[src/rtl/f_part_if.sv]
// Instruction-memory read port between the fetch stage (master) and the memory (slave).
interface f_part_if;
  logic [31:0] addr;
  logic        req;
  logic [31:0] rdata;
  logic        ready;

  modport master (output addr, output req, input rdata, input ready);
  modport slave  (input addr, input req, output rdata, output ready);
endinterface

[src/rtl/f_part.sv]
// MIPS fetch stage: fetch PC register plus F/D pipeline register, with stall, exception and ERET redirects.
// Fetch address-error (AdEL) detection is built only when F_ADEL_CHECK_EN is defined.
module f_part #(
  parameter logic [31:0] PC_RESET  = 32'h0000_3000,
  parameter logic [31:0] EXC_ENTRY = 32'h0000_4180,
  parameter logic [31:0] IM_LO     = 32'h0000_3000,
  parameter logic [31:0] IM_HI     = 32'h0000_6FFC
) (
  input  logic        clk,
  input  logic        reset,
  input  logic [31:0] NPC,
  input  logic        Stall,
  input  logic        IntExcReq,
  input  logic        isERET,
  input  logic        isBD,
  f_part_if.master    imem,
  output logic [31:0] F_PC,
  output logic        FetchStall,
  output logic [31:0] D_Instr,
  output logic [31:0] D_PC,
  output logic [4:0]  D_ExcCode,
  output logic        D_BD
);

  localparam logic [4:0] EXC_NONE = 5'd0;
  localparam logic [4:0] EXC_ADEL = 5'd4;

  logic        adel_s;
  logic [31:0] fetch_word_s;
  logic [4:0]  fetch_code_s;
  logic        hold_s;

  // Address-error detection on the current fetch PC.
  always_comb begin
`ifdef F_ADEL_CHECK_EN
    adel_s = (F_PC[1:0] != 2'b00) || (F_PC < IM_LO) || (F_PC > IM_HI);
`else
    adel_s = 1'b0;
`endif
  end

  // A faulting fetch becomes a nop tagged AdEL and never waits on memory.
  always_comb begin
    if (adel_s) begin
      fetch_word_s = 32'h0000_0000;
      fetch_code_s = EXC_ADEL;
    end else begin
      fetch_word_s = imem.rdata;
      fetch_code_s = EXC_NONE;
    end
  end

  assign imem.addr  = F_PC;
  assign imem.req   = ~adel_s;
  assign FetchStall = imem.req & ~imem.ready;
  assign hold_s     = Stall | FetchStall;

  // Fetch PC and F/D register update, in priority order exception > hold > eret > advance.
  always_ff @(posedge clk or posedge reset) begin
    if (reset) begin
      F_PC      <= PC_RESET;
      D_Instr   <= 32'h0000_0000;
      D_PC      <= 32'h0000_0000;
      D_ExcCode <= EXC_NONE;
      D_BD      <= 1'b0;
    end else if (IntExcReq) begin
      F_PC      <= EXC_ENTRY;
      D_Instr   <= 32'h0000_0000;
      D_PC      <= 32'h0000_0000;
      D_ExcCode <= EXC_NONE;
      D_BD      <= 1'b0;
    end else if (hold_s) begin
      F_PC      <= F_PC;
      D_Instr   <= D_Instr;
      D_PC      <= D_PC;
      D_ExcCode <= D_ExcCode;
      D_BD      <= D_BD;
    end else if (isERET) begin
      // eret has no delay slot: the word behind it is dropped while NPC carries EPC.
      F_PC      <= NPC;
      D_Instr   <= 32'h0000_0000;
      D_PC      <= 32'h0000_0000;
      D_ExcCode <= EXC_NONE;
      D_BD      <= 1'b0;
    end else begin
      F_PC      <= NPC;
      D_Instr   <= fetch_word_s;
      D_PC      <= F_PC;
      D_ExcCode <= fetch_code_s;
      D_BD      <= isBD;
    end
  end

endmodule

[src/flat_wrapper.sv]
// flat-port wrapper written by rule: the top's interface ports become plain ports
module f_part_flat 
#(
  parameter logic [31:0] PC_RESET  = 32'h0000_3000,
  parameter logic [31:0] EXC_ENTRY = 32'h0000_4180,
  parameter logic [31:0] IM_LO     = 32'h0000_3000,
  parameter logic [31:0] IM_HI     = 32'h0000_6FFC
)
  (clk, reset, NPC, Stall, IntExcReq, isERET, isBD, F_PC, FetchStall, D_Instr, D_PC, D_ExcCode, D_BD, imem_addr, imem_req, imem_rdata, imem_ready);
  f_part_if imem_i ();
  input  logic clk;
  input  logic reset;
  input  logic [31:0] NPC;
  input  logic Stall;
  input  logic IntExcReq;
  input  logic isERET;
  input  logic isBD;
  output logic [31:0] F_PC;
  output logic FetchStall;
  output logic [31:0] D_Instr;
  output logic [31:0] D_PC;
  output logic [4:0] D_ExcCode;
  output logic D_BD;
  output wire logic [$bits(imem_i.addr)-1:0] imem_addr;
  output wire logic [$bits(imem_i.req)-1:0] imem_req;
  input wire logic [$bits(imem_i.rdata)-1:0] imem_rdata;
  input wire logic [$bits(imem_i.ready)-1:0] imem_ready;
  assign imem_addr = imem_i.addr;
  assign imem_req = imem_i.req;
  assign imem_i.rdata = imem_rdata;
  assign imem_i.ready = imem_ready;
  f_part #(.PC_RESET(PC_RESET), .EXC_ENTRY(EXC_ENTRY), .IM_LO(IM_LO), .IM_HI(IM_HI)) u_core (.clk(clk), .reset(reset), .NPC(NPC), .Stall(Stall), .IntExcReq(IntExcReq), .isERET(isERET), .isBD(isBD), .imem(imem_i), .F_PC(F_PC), .FetchStall(FetchStall), .D_Instr(D_Instr), .D_PC(D_PC), .D_ExcCode(D_ExcCode), .D_BD(D_BD));
endmodule
[config.mk]
export PLATFORM = sky130hd
export DESIGN_NAME = f_part_flat
export DESIGN_NICKNAME = d
export VERILOG_FILES = /design/src/rtl/f_part_if.sv /design/src/rtl/f_part.sv /design/src/flat_wrapper.sv
export SDC_FILE = /design/constraint.sdc
export NUM_CORES = 1
export LEC_CHECK = 0
export ABC_CLOCK_PERIOD_IN_PS = 6750
export CAP_MARGIN = 10
export CORE_MARGIN = 2
export CORE_UTILIZATION = 45
export DETAILED_ROUTE_END_ITERATION = 7
export PLACE_DENSITY_LB_ADDON = 0.25
export SLEW_MARGIN = 30
export SYNTH_ARGS = -nofsm -noshare
export SYNTH_HDL_FRONTEND = slang
export SYNTH_SLANG_ARGS = --single-unit
[constraint.sdc]
create_clock -name clk -period 6.75 [get_ports clk]
set_input_delay 0.675 -clock clk [delete_from_list [all_inputs] [get_ports clk]]
set_output_delay 0.675 -clock clk [all_outputs]
set_load 0.01 [all_outputs]
==> out/qor.yml <==
skew_ns: 0.00651
die_height_um: 103
sw_frac_of_total: 0.257
synth_top_family_by_area: "simple AND/OR/NAND/NOR gates"
yosysTopAreaCellShare: 0.536
clkSlewWorstSetupHoldPaths_ns: 0.09
rrSetupSlack_ns: 5.86
gp_congestion: 0.755
crit_type: "input port to primary output"
synth_area_leaders: "dfrtp_1, nand3b_1, nand2_1"
overflow: 0
wl_um: 11300
post-route-period-util: 0.363
setup_viol_count_final: 0
wl_per_cell_um: 15.0
power_switching_mw: 0.294
slew_violations: 0
worstHoldEndpoint: "u_core.F_PC[12]"
reg2reg_depth: 2
final_nets: 685
chipWidth_um: 103
syn-cell-area_um2: 4440
async_flop_share: 1.00
synth-simple-area-share: 0.227
synth_flop_cell: "dfrtp_1"
antenna-diode-count: 0
cap_violations: 0
worstMarginPinSlew_ns: 0.988
endpoint_kind: "primary output"
synth_compound_area_frac: 0.106
holdBufCountCts: 0
cts_buffer_depth: 2
yosysSeqAreaShare: 0.548
fp-row-count: 36
synth_edf_count: 0
antenna_left: 0
critPathArrivalTime_ns: 1.78
min_from: "u_core.F_PC[12]"
io_pins: 207
p_int_mw: 0.849
synth_fa_ha_area_frac: 0
crit_path_max_fanout: 3
relSlewSlack: 0.342
synth-seq-cells: 97
power_frac_seq: 0.535
cts_root_buf: "clkbuf_8"
finalHoldViolCount: 0
dp_hpwl_um: 7220
synthXorXnorAreaFrac: 0
cellPowerDensity_nw_per_um2: 180
portBuffers: 200
drt_iter0_markers: 130
timing.setup.tns_ns: 0
worstHoldPathCells: 2
synth-warning-count: 0
leakagePower_nw: 2.51
cts_setup_buffers: 0
drc_errors: 0
cts_buffers: 9
clk_latency_ns: 0.35
via_per_inst: 4.98
grt_pass1_vias: 3664
grt_pass1_wl_um: 17300
layout-drive-gt1-share: 0.0420
hold_path_class: "flip-flop to flip-flop"
rsz0062_at_grt: "false"
grt_max_degree: 98
p_comb_frac: 0.160
cts_tree: "yes"
grt_antenna_before_repair: 0
htree_levels: 3
syn_inst: 472
clkPwrFrac: 0.305
yosysTopAreaCell: "dfrtp_1"
die_area_um2: 10700
dr.pass1.iters: 4
r2r_start: "u_core.F_PC[13]"
final_core_util: 0.656
cts_sinks: 97
avgSynthCellArea_um2: 9.40
cts_resized: 0
initial_utilization: 0.458
area_growth_pct: 43.3
fmax_mhz: 408
vdd_drop_max_v: 0.000131
outcome: "finished clean"
period_needed_ns: 2.45
start_kind: "input port"
synthMuxAreaShare: 0
vias: 3747
grt_util_all_layers: 0.205
core_area_um2: 9680
synth_most_common_cell: "nand2_1"
crit_required_ns: 6.07
ys_types: 13
ys_top_cells_by_count: "nand2_1, dfrtp_1, a21oi_1"
r2r_end: "u_core.D_PC[13]"
worst max path at each step:
stage	startpoint	to	slack, ns
global route	imem_ready	FetchStall	4.26
detailed placement	imem_ready	u_core.D_PC[11]	4.12
finish	imem_ready	FetchStall	4.30
CTS	imem_ready	FetchStall	4.30
global placement	imem_ready	u_core.D_PC[17]	4.21
floorplan	reset	u_core.D_BD	3.54
stage by stage:
stage	hold slack [ns]	power (mW)	cells	instance area (um^2)	worst slack (ns)
3_3_place_gp	0.479	0.803	735	6150	4.21
5_1_grt	0.527	1.20	752	6350	4.26
6_report	0.502	1.14	752	6350	4.30
4_1_cts	0.504	1.16	751	6330	4.30
2_1_floorplan	0.490	0.716	476	4450	3.54
3_5_place_dp	0.492	0.806	735	6150	4.12
cell usage in the layout, fill, tap and decap left out:
cell / count
a21oi_1: 94
buf_12: 1
buf_2: 1
buf_4: 3
buf_6: 1
clkbuf_1: 1
clkbuf_8: 11
clkdlybuf4s50_1: 199
clkinv_2: 1
clkinvlp_4: 3
conb_1: 6
dfrtp_1: 95
dfstp_2: 2
inv_1: 1
inv_4: 1
nand2_1: 129
nand2b_4: 1
nand3b_1: 68
nor2b_4: 1
metal layers:
metal	vias up	GRT usage	share of wire
li1	1784	-	-
met1	1796	0.263	0.43
met2	143	0.331	0.47
met3	24	0.0511	0.071
met4	0	0.0881	0.029
met5	-	0	0
worst max-delay path, stage by stage:
cell	delay (ns)
clkdlybuf4s50_1	0.49
inv_1	0.09
clkdlybuf4s50_1	0.53
kinds of logic (layout without fill, tap and decap cells):
kind of cell,Yosys count,count (layout)
AND/OR/NAND/NOR,199,199
other,2,6
flip-flops,97,97
buffers and inverters,80,223
AO/OA/AOI/OAI,94,94
area by class of cell:
cell class	instances	area, um^2
multi-input cells	299	1520
flip-flops and latches	97	2430
inverters	2	10.0
well taps	133	166
fillers	793	3330
clock inverters	4	27.5
clock buffers	12	155
repair buffers	205	2050
sequential cells by signal, indices dropped and copies added, names as in the netlist:
signal	count
u_core.D_Instr	32
u_core.D_PC	32
u_core.F_PC	32
u_core.D_BD	1
power by group through the flow:
| stage | logic (mW) | registers, mW | clock network, mW |
|---|---|---|---|
| after CTS | 0.184 | 0.612 | 0.362 |
| after detailed placement | 0.183 | 0.623 | 0 |
| after global routing | 0.199 | 0.614 | 0.383 |
| after floorplan | 0.0870 | 0.629 | 0 |
| after global placement | 0.180 | 0.622 | 0 |
| final | 0.183 | 0.612 | 0.349 |
(Power assumes the default switching activity.)
